### config.mk
export PLATFORM = sky130hd
export DESIGN_NAME = uart_rx_param
export DESIGN_NICKNAME = d
export VERILOG_FILES = /design/src/rtl/uart_rx_param.sv
export SDC_FILE = /design/constraint.sdc
export NUM_CORES = 1
export LEC_CHECK = 0
export CAP_MARGIN = 25
export CORE_ASPECT_RATIO = 1.25
export CORE_UTILIZATION = 45
export CTS_BUF_LIST = sky130_fd_sc_hd__clkbuf_8
export CTS_CLUSTER_SIZE = 28
export DETAILED_ROUTE_END_ITERATION = 16
export PLACE_DENSITY = 0.67
export SYNTH_ARGS = -nofsm -noshare
export SYNTH_HDL_FRONTEND = slang
export SYNTH_SLANG_ARGS = --single-unit
### constraint.sdc
create_clock -name clk -period 2.15 [get_ports clk]
set_input_delay 0.3225 -clock clk [delete_from_list [all_inputs] [get_ports clk]]
set_output_delay 0.3225 -clock clk [all_outputs]
set_load 0.02 [all_outputs]
### src/rtl/uart_rx_param.sv
// rtl/uart_rx_param.sv - parametrised UART receiver with glitch rejection, majority voting and error/break reporting
module uart_rx_param #(
  parameter int CLK_DIV   = 5208,
  parameter int DATA_BITS = 8,
  parameter int PARITY    = 0,
  parameter int STOP_BITS = 1
) (
  input  logic                 clk,
  input  logic                 rst,
  input  logic                 rx_uart,
  output logic [DATA_BITS-1:0] dout,
  output logic                 dout_vld,
  output logic                 parity_err,
  output logic                 frame_err,
  output logic                 break_det,
  output logic                 busy
);

  localparam int            CW        = $clog2(CLK_DIV);
  localparam logic [CW-1:0] SAMPLE_PT = CW'(CLK_DIV / 2 - 1);
  localparam logic [CW-1:0] CNT_MAX   = CW'(CLK_DIV - 1);
  localparam logic [3:0]    LAST_DATA = 4'(DATA_BITS - 1);
  localparam logic [3:0]    LAST_STOP = 4'(STOP_BITS - 1);
  localparam bit            PAR_EN    = (PARITY != 0);
  // XOR of data and parity bit that a correct frame produces: 1 for odd, 0 for even
  localparam logic          PAR_GOOD  = (PARITY == 1);

  typedef enum logic [2:0] {
    S_IDLE,
    S_START,
    S_DATA,
    S_PAR,
    S_STOP,
    S_WAIT
  } state_t;

  state_t               state;
  state_t               state_n;
  logic                 rx_m;
  logic                 rx_s;
  logic                 rx_d;
  logic                 rx_d2;
  logic [CW-1:0]        cnt;
  logic [3:0]           idx;
  logic [DATA_BITS-1:0] shreg;
  logic                 par_smp;
  logic                 stop_err;
  logic                 all_low;
  logic                 fall;
  logic                 maj;
  logic                 sample;
  logic                 idx_last;
  logic                 stop_bad;
  logic                 par_bad;
  logic                 finish;

  // Two-flop synchroniser plus two history flops for edge detect and voting
  always_ff @(posedge clk) begin
    if (rst) begin
      rx_m  <= 1'b1;
      rx_s  <= 1'b1;
      rx_d  <= 1'b1;
      rx_d2 <= 1'b1;
    end else begin
      rx_m  <= rx_uart;
      rx_s  <= rx_m;
      rx_d  <= rx_s;
      rx_d2 <= rx_d;
    end
  end

  assign fall     = rx_d & ~rx_s;
  assign maj      = (rx_s & rx_d) | (rx_s & rx_d2) | (rx_d & rx_d2);
  assign sample   = (cnt == SAMPLE_PT);
  assign idx_last = (state == S_DATA) ? (idx == LAST_DATA) : (idx == LAST_STOP);
  // Stop error including the stop bit being sampled this cycle
  assign stop_bad = stop_err | ~maj;
  assign par_bad  = PAR_EN ? ((^shreg ^ par_smp) != PAR_GOOD) : 1'b0;
  assign busy     = (state != S_IDLE);

  // State register
  always_ff @(posedge clk) begin
    if (rst) begin
      state <= S_IDLE;
    end else begin
      state <= state_n;
    end
  end

  // Next-state logic; finish marks the last stop-bit sample of a frame
  always_comb begin
    state_n = state;
    finish  = 1'b0;
    case (state)
      S_IDLE: begin
        if (fall) begin
          state_n = S_START;
        end
      end
      S_START: begin
        if (sample) begin
          state_n = maj ? S_IDLE : S_DATA;
        end
      end
      S_DATA: begin
        if (sample && idx_last) begin
          state_n = PAR_EN ? S_PAR : S_STOP;
        end
      end
      S_PAR: begin
        if (sample) begin
          state_n = S_STOP;
        end
      end
      S_STOP: begin
        if (sample && idx_last) begin
          finish  = 1'b1;
          state_n = stop_bad ? S_WAIT : S_IDLE;
        end
      end
      S_WAIT: begin
        if (rx_s && (cnt == CNT_MAX)) begin
          state_n = S_IDLE;
        end
      end
      default: state_n = S_IDLE;
    endcase
  end

  // Baud counter: held at 0 in IDLE so it starts from 0 the cycle after the start edge;
  // in WAIT it measures how long the line has been continuously high
  always_ff @(posedge clk) begin
    if (rst) begin
      cnt <= '0;
    end else if (state == S_IDLE) begin
      cnt <= '0;
    end else if (state == S_WAIT) begin
      cnt <= (!rx_s || (cnt == CNT_MAX)) ? '0 : cnt + 1'b1;
    end else if (state_n == S_WAIT) begin
      cnt <= '0;
    end else begin
      cnt <= (cnt == CNT_MAX) ? '0 : cnt + 1'b1;
    end
  end

  // Bit index within the data field and within the stop field
  always_ff @(posedge clk) begin
    if (rst) begin
      idx <= '0;
    end else if (state == S_IDLE) begin
      idx <= '0;
    end else if (sample && ((state == S_DATA) || (state == S_STOP))) begin
      idx <= idx_last ? 4'd0 : idx + 4'd1;
    end
  end

  // Frame capture: shift register, parity sample, stop error and all-low tracking
  always_ff @(posedge clk) begin
    if (rst) begin
      shreg    <= '0;
      par_smp  <= 1'b0;
      stop_err <= 1'b0;
      all_low  <= 1'b0;
    end else if (state == S_IDLE) begin
      stop_err <= 1'b0;
      all_low  <= 1'b1;
    end else if (sample) begin
      case (state)
        S_DATA: begin
          shreg   <= {maj, shreg[DATA_BITS-1:1]};
          all_low <= all_low & ~maj;
        end
        S_PAR: begin
          par_smp <= maj;
          all_low <= all_low & ~maj;
        end
        S_STOP: begin
          stop_err <= stop_bad;
          all_low  <= all_low & ~maj;
        end
        default: ;
      endcase
    end
  end

  // Output register: word and flags are presented together for one cycle
  always_ff @(posedge clk) begin
    if (rst) begin
      dout       <= '0;
      dout_vld   <= 1'b0;
      parity_err <= 1'b0;
      frame_err  <= 1'b0;
      break_det  <= 1'b0;
    end else begin
      dout_vld   <= finish;
      parity_err <= finish & par_bad;
      frame_err  <= finish & stop_bad;
      break_det  <= finish & all_low & ~maj;
      if (finish) begin
        dout <= shreg;
      end
    end
  end

endmodule

* Yosys cells after proc, flatten, opt, wreduce, memory -nomap -nowiden
Cells that the tools add are included.
Operators by class: reductions and logical operators 16, div/mod/pow operators 0, $lt $le $gt $ge 0, $add $sub $neg 2, mux-type cells 20, equality and inequality tests 9, multipliers 0, shift operators 0, bitwise gates (word level) 14
Operators by type and width (number):
- $mux W13 | 4
- $mux W3 | 7
- $pmux W3 S6 | 1
- $add A13 B1 Y13 const B | 1
- $eq A13 B12 Y1 const B | 1
- $eq A13 B13 Y1 const B | 1
- $eq A3 B3 Y1 const B | 3
- $and A1 B1 Y1 | 8
- $eq A3 B2 Y1 const B | 2
- $mux W1 | 6
- $add A4 B1 Y4 const B | 1
- $eq A4 B3 Y1 const B | 1
- $logic_not A4 Y1 | 1
- $mux W4 | 1
- $reduce_and A2 Y1 | 2
- $reduce_bool A2 Y1 | 2
- $eq A3 B1 Y1 const B | 1
- $logic_and A1 B1 Y1 | 3
- $logic_not A3 Y1 | 1
- $not A1 Y1 | 3
- $or A1 B1 Y1 | 3
- $reduce_and A3 Y1 | 1
- $reduce_bool A3 Y1 | 1
- $reduce_or A3 Y1 | 1
- other kinds (4) | 5
Word-level totals: memories 0, flip-flop bits (word level) 45, input bits 3, memory bits (writable) 0, output and inout port bits 13, bits in latches 0, bits in read-only memories 0

* Logic depth before layout (Yosys ltp)
Gate-level depths: netlist of the first run.
word-level depth 11, gate-level depth with buffers 7, mapped depth without buffers 6

* Worst setup path after synthesis of the first run
Ideal clock, no wire load.
path kind reg-to-reg, start point register state[0], end point register cnt[10], arrival time 1.940 ns, setup slack 0.078 ns, cell stages (with the launch flop) 8, data required time 2.018 ns, library setup time 0.132 ns, path through dfxtp_1 > clkbuf_1 > or3b_1 > or4_1 > buf_2 > nor3_4 > buf_6 > nor3_1
On the way: longest elaborated chain between the ends 8, elaborated cells between the ends (all ways) 19, classes of those cells eq/ne (6); mux (10); reduce/logical (3)
RTL lines:
- start: declaration | line 37 | state_t state;
- start signal: assignment | line 86 | state <= state_n;
- $eq A3 B2 Y1 | line 75, 94
- $mux W1 | line 75 | assign idx_last = (state == S_DATA) ? (idx == LAST_DATA) : (idx == LAST_STOP);
- $logic_and A1 B1 Y1 | line 106, 116
- $mux W3 (on tied branches) | line 116, 106
- $pmux W3 S6 | line 94 | case (state)
- $eq A3 B3 Y1 | line 139 | end else if (state_n == S_WAIT) begin
- $mux W13 | line 139
- $mux W13 | line 137 | end else if (state == S_WAIT) begin
- end signal: assignment | line 138 | cnt <= (!rx_s || (cnt == CNT_MAX)) ? '0 : cnt + 1'b1;
- end signal: assignment | line 142 | cnt <= (cnt == CNT_MAX) ? '0 : cnt + 1'b1;
- end: declaration | line 43 | logic [CW-1:0] cnt;
Several ways; a longest one is shown, not always the timed one. A chain may end at the register's enable or synchronous reset.

* Worst setup path after layout of the first run
start point register cnt[7], end point register state[0]
On the way: longest elaborated chain between the ends 4, elaborated cells between the ends (all ways) 10, classes of those cells eq/ne (2); mux (6); reduce/logical (2)
RTL lines (line):
- $eq A13 B13 Y1 or $eq A13 B12 Y1 (tied branches) | 122, 74
- $logic_and A1 B1 Y1 (on tied branches) | 122, 106, 116
- $mux W3 (on tied branches) | 122, 106, 116
- $pmux W3 S6 * | 94
Mark *: on every way between the ends. The rest lies on a longest branch, timed or not.

==> run_results.csv, run 1 <==
group,metric,value,unit
layout,layout_commonest_cell,"dfxtp_1",
layout,final_area,0.00250,mm²
sta,rsz0062_at_grt,"false",
global_routing,grt_pass1_vias,1649,
detailed_routing,firstDrtPassIters,4,
sta,skew,0.00840,ns
sta,tns,0,ns
run_status,status,"finished, final reports clean",
setup_path,slowest_delay,0.59,ns
die,start_util,48.4,%
clocking,ctsHtreeMaxLevel,2,
synth,synth_top_area_cell,"dfxtp_1",
clocking,clkLatencyLatePin,0.30,ns
place,dp_hpwl,3030,µm
power,peakVddDrop,0.000321,V
synth,netlist_top_cells_area,"dfxtp_1 (44%), nor3_1 (4.9%), mux2i_1 (4.4%), nand3_1 (4.2%), xnor2_1 (3.9%)",
detailed_routing,via_per_inst,5.44,
sta,clock.fmax,499,MHz
setup_path,cpMaxStageDelayCell,"or4_1",
clocking,postCtsHoldBufs,0,
detailed_routing,drt_iter0_markers,124,
sta,setup-violations-final,0,
clocking,path_clk_slew,0.08,ns
setup_path,worstReg2RegEnd,"state[0]$_SDFF_PP0_",
clocking,ctsRootBufferMaster,"clkbuf_8",
setup_path,rr_startpoint,"cnt[7]$_SDFF_PP0_",
global_routing,grt_max_degree,18,
die,die-area,0.00478,mm²
synth,synth_seq_cells,45,
detailed_routing,post_drt_wl_per_cell,13.2,µm
synth,yosysWarnings,0,
power,cellPowerDensity,653,mW/mm²
detailed_routing,routed_wl,4180,µm
die,die_w,62.1,µm
synth,syn_inst,226,
layout,num_antenna_cells,0,
synth,synth_top_area_share,44.4,%
min_path,worstHoldEndpoint,"rx_s$_SDFF_PP1_",
layout,finalCoreUtilization,59.7,%
detailed_routing,drc,0,
global_routing,grt_pass1_wl,7180,µm
clocking,cts.sinks,45,
min_path,hold_class,"register to register",
setup_path,cp-end-kind,"register",
setup_path,worst-r2r-setup-slack,0.14,ns
synth,yosysSeqAreaShare,44.4,%
die,ios,16,
synth,synth_cell_types,45,
place,place.gp.congestion,0.828,
min_path,min_from,"rx_m$_SDFF_PP1_",
clocking,post_cts_resized,0,
layout,fin_nets,266,
setup_path,required,2.39,ns
min_path,whs_path_depth,1,
sta,fin_crit,2.01,ns
synth,syn_avg_cell_area,8.98,µm²
sta,report.final.slew_viol_count,0,
layout,drive_above_1_share,16.1,%
setup_path,path_max_fanout,8,
place,place_area,0.00237,mm²
setup_path,cp-startpoint,"cnt[7]$_SDFF_PP0_",
place,numPortBuffers,14,
run,max_cap_viol_count,0,
global_routing,antenna_found_initial,0,
synth,syn_nets,232,
die,die_y,77.1,µm
setup_path,crit_arrival,2.25,ns
die,fp-row-count,26,
detailed_routing,postRouteAntennaNets,0,
layout,fillers,368,
clocking,clock_path_buffers,2,
global_routing,grt-ovfl-total,0,
clocking,cts_tree,"yes",
setup_path,worstPathCellList,"or4b_4, or4_1, nor3_4, buf_4, o31a_1",
setup_path,critical_path_class,"register to register",
setup_path,startpoint_type,"register",
sta,timing.hold.ws,0.421,ns
power,finalPower,1.64,mW
layout,layout_common_cells,"dfxtp_1 (45), buf_4 (25), nor3_1 (20), nand3_1 (17), nor2_1 (15)",
die,coreArea,0.00420,mm²
setup_path,reg2reg_depth,5,
synth,synthesis.area,0.00203,mm²
detailed_routing,vias,1726,
clocking,cts_inserted_buffers,5,
power,power_leakage,0.889,nW
sta,final.period_utilization,93.3,%
sta,finalHoldViolCount,0,
layout,area_growth,23.4,%
clocking,postCtsSetupBuffers,0,
global_routing,grt_use_total,19.7,%
## flip-flops by register name (all words and copies together), names as in the netlist
| name | flops |
|---|---|
| idx | 4 |
| dout_vld | 1 |
| state | 3 |
| shreg | 8 |
| rx_d2 | 1 |
| dout | 8 |
| frame_err | 1 |
| cnt | 13 |
| rx_d | 1 |
| rx_s | 1 |
| rx_m | 1 |
| stop_err | 1 |
| break_det | 1 |
| all_low | 1 |
## cells in the mapped netlist
master,n
buf_6,1
or3_1,1
or4b_4,1
mux2i_1,9
nor3_1,20
nand2_1,5
clkbuf_1,9
nor4_2,1
nor3b_1,3
nand3b_1,3
dfxtp_1,45
a211oi_1,3
a31oi_1,1
a211o_1,1
nor2b_1,1
and3_1,2
ha_1,3
nand2b_1,4
a21oi_1,13
nor3_4,1
or3b_1,1
a41oi_1,1
o31a_1,2
and4_1,1
nand4_1,5
maj3_1,1
buf_4,1
xnor2_1,9
nor2_1,15
or2_2,5
nor4_1,5
conb_1,1
nor4b_1,2
a21o_1,1
a311oi_1,1
or4_1,2
and3b_1,1
nand3_1,17
o31ai_1,1
buf_2,1
o21ai_0,14
xor2_1,2
mux2_2,1
nand4bb_1,2
inv_1,7
## power by group
| group | switching, mW | leakage (nW) | total (mW) | internal, mW |
|---|---|---|---|---|
| registers | 0.00363 | 0.364 | 0.842 | 0.838 |
| clock network | 0.290 | 0.0681 | 0.752 | 0.462 |
| logic | 0.0235 | 0.457 | 0.0417 | 0.0182 |
## worst max-delay path, delay by kind of cell, from the launching register on
family	cells	cell delay, ns
flip-flops	1	0.32
AO/OA/AOI/OAI	1	0.14
buffers and inverters	1	0.19
AND/OR/NAND/NOR	3	1.31
## stage by stage
stage	std cells	setup WS, ns
CTS	317	0.143
global route	317	0.0460
detailed placement	309	0.162
floorplan	226	0.0775
finish	317	0.144
global placement	309	0.205
## metal layers
metal	global-route usage (%)	up-vias	share of wire [%]
met5	0	-	0
met2	32.1	30	49
met3	4.55	4	3.2
met1	24.8	808	47
li1	-	884	-
met4	6.00	0	1.2
## logic make-up (layout without fill, tap and decap cells)
group | Yosys count | count (layout) | share of synthesized area, %
AND/OR/NAND/NOR | 98 | 98 | 28.2
flip-flops | 45 | 45 | 44.4
AO/OA/AOI/OAI | 38 | 38 | 11.0
buffers and inverters | 19 | 54 | 4.13
XOR/XNOR | 11 | 11 | 4.75
multiplexers | 10 | 10 | 4.99
adder cells (fa/ha/maj) | 4 | 4 | 2.34
other | 1 | 1 | 0.185
## final cells by class
type	count	area, µm²	share of cell area [%]
clock buffer	5	68.8	2.75
tap	56	70.1	2.80
timing repair buffer	39	328	13.1
sequential	45	901	36.0
inverter	7	26.3	1.05
clock inverter	3	65.1	2.60
multi-input combinational	162	1040	41.7
## worst max path at each step
stage	endpoint	slack (ns)
global route	busy	0.05
CTS	busy	0.14
detailed placement	dout[2]$_SDFFE_PP0P_	0.16
global placement	dout[0]$_SDFFE_PP0P_	0.20
floorplan	cnt[10]$_SDFF_PP0_	0.08
finish	state[0]$_SDFF_PP0_	0.14
No activity file was read; power rests on OpenSTA's default activity.
==> inputs of run 2 (changes only) <==
- CAP_MARGIN: 25 -> 0
- CORE_MARGIN: unset -> 4
==> run_results.csv, run 2 (synthesized netlist as in run 1, its figures left out) <==
group,metric,value,unit
run_status,status,"finished, final reports clean",
setup_path,critical_path_class,"register to register",
sta,final.period_utilization,91.8,%
layout,area_growth,21.9,%
die,die-area,0.00565,mm²
place,numPortBuffers,14,
layout,reg_top3,"cnt (13), dout (8), shreg (8)",
power,power_leakage,0.890,nW
layout,fin_nets,265,
place,place.gp.congestion,0.825,
setup_path,crit_arrival,2.17,ns
global_routing,antenna_found_initial,0,
power,p_int,1.19,mW
clocking,clkLatencyLatePin,0.30,ns
setup_path,crit_buf_inv,1,
sta,fin_crit,1.97,ns
global_routing,grt_pass1_wl,7500,µm
sta,tns,0,ns
detailed_routing,firstDrtPassIters,4,
clocking,cts_tree,"yes",
power,swShare,20.4,%
clocking,ctsHtreeMaxLevel,2,
detailed_routing,vias,1728,
sta,finalHoldViolCount,0,
die,die_w,68.1,µm
die,ios,16,
layout,num_antenna_cells,0,
global_routing,grt_max_degree,19,
layout,layout_common_cells,"dfxtp_1 (45), buf_4 (24), nor3_1 (20), nand3_1 (17), nor2_1 (15)",
clocking,path_clk_slew,0.08,ns
clocking,postCtsHoldBufs,0,
sta,report.final.slew_viol_count,0,
detailed_routing,drt_iter0_markers,137,
power,peakVddDrop,0.000338,V
detailed_routing,postRouteAntennaNets,0,
sta,clock.fmax,507,MHz
layout,finalCoreUtilization,56.4,%
global_routing,grt_pass1_vias,1623,
global_routing,grt_use_total,16.9,%
power,net-switching-power,306,µW
detailed_routing,routed_wl,4220,µm
setup_path,worst-r2r-setup-slack,0.18,ns
min_path,whs_path_depth,1,
layout,layout_commonest_cell,"dfxtp_1",
clocking,postCtsSetupBuffers,0,
power,finalPower,1.50,mW
die,fp-row-count,27,
setup_path,worstReg2RegEnd,"dout[7]$_SDFFE_PP0P_",
clocking,cts_inserted_buffers,5,
power,cellPowerDensity,605,mW/mm²
setup_path,cpMaxStageDelayCell,"or4_1",
setup_path,rr_startpoint,"cnt[6]$_SDFF_PP0_",
place,placedCellCount,310,
die,die_y,83.1,µm
run,max_cap_viol_count,0,
detailed_routing,drc,0,
min_path,worstHoldEndpoint,"rx_s$_SDFF_PP1_",
min_path,min_from,"rx_m$_SDFF_PP1_",
setup_path,startpoint_type,"register",
setup_path,worstPathCellList,"or4_1, or4_4, buf_4, o21ai_0, a21oi_1",
setup_path,cp-end-kind,"register",
setup_path,required,2.34,ns
detailed_routing,via_per_inst,5.45,
setup_path,path_max_fanout,8,
clocking,cts.sinks,45,
setup_path,crit_family,"simple AND/OR/NAND/NOR gates",
layout,largest_register_ffs,13,
layout,drive_above_1_share,15.8,%
place,dp_hpwl,3080,µm
setup_path,slowest_delay,0.61,ns
layout,layout.cells.non_filler,317,
sta,setup-violations-final,0,
die,coreArea,0.00439,mm²
sta,skew,0.00600,ns
sta,timing.hold.ws,0.416,ns
min_path,hold_class,"register to register",
setup_path,reg2reg_depth,5,
detailed_routing,post_drt_wl_per_cell,13.3,µm
clocking,post_cts_resized,0,
clocking,ctsRootBufferMaster,"clkbuf_8",
sta,rsz0062_at_grt,"false",
power,clkPwrFrac,41.2,%
die,start_util,46.2,%
clocking,clock_path_buffers,2,
global_routing,grt-ovfl-total,0,
power,pwr-share-seq,56.2,%
power,p_comb_share,2.6,%
layout,top_register,"cnt",
[run 2: changes by cell type in the layout (fill, tap and decap cells not counted)]
cell             delta
clkdlybuf4s50_1     -1
or4_4               +1
or4_1               -1
bufinv_16           -1
dlymetal6s2s_1      +1
buf_4               -1
[run 2: final cells by class]
type | count | area (µm²)
Clock buffer | 5 | 68.8
Fill cell | 413 | 1920
Timing Repair Buffer | 38 | 323
Multi-Input combinational cell | 162 | 1050
Clock inverter | 2 | 35.0
Inverter | 7 | 26.3
Tap cell | 58 | 72.6
Sequential cell | 45 | 901
[run 2: how the worst max path moves through the flow]
stage	from	endpoint	depth (start not counted)
finish	cnt[6]$_SDFF_PP0_	dout[7]$_SDFFE_PP0P_	5
global route	cnt[6]$_SDFF_PP0_	dout[7]$_SDFFE_PP0P_	5
CTS	state[0]$_SDFF_PP0_	busy	4
detailed placement	cnt[7]$_SDFF_PP0_	dout[7]$_SDFFE_PP0P_	5
global placement	cnt[7]$_SDFF_PP0_	cnt[8]$_SDFF_PP0_	5
floorplan	state[0]$_SDFF_PP0_	cnt[10]$_SDFF_PP0_	7
[run 2: worst register-to-register path, delay by kind of cell, from the launching register on]
kind / cells / cell delay [ns]
AND/OR/NAND/NOR: 2 / 1.08
AO/OA/AOI/OAI: 2 / 0.26
buffers and inverters: 1 / 0.18
flip-flops: 1 / 0.36
[run 2: routing by layer]
metal | vias to the layer above | track usage (%) | routed length [µm] | part of all wire, %
met2 | 28 | 27.0 | 2050 | 49
met5 | - | 0 | 0 | 0
met3 | 7 | 4.06 | 129 | 3.1
met4 | 0 | 6.51 | 75 | 1.8
li1 | 884 | - | - | -
met1 | 809 | 21.5 | 1960 | 46
[run 2: power by group through the flow]
stage	combinational (mW)	sequential [mW]	clock, mW
detailed placement	0.0392	0.862	0
global route	0.0432	0.843	0.670
finish	0.0386	0.842	0.617
global placement	0.0387	0.862	0
floorplan	0.0275	0.860	0
CTS	0.0394	0.842	0.631
[run 2: stage by stage]
step | instance area [µm²] | setup WS [ns]
2_1_floorplan | 2030 | 0.0775
3_3_place_gp | 2360 | 0.193
3_5_place_dp | 2360 | 0.151
4_1_cts | 2470 | 0.0967
5_1_grt | 2470 | 0.0420
6_report | 2470 | 0.176
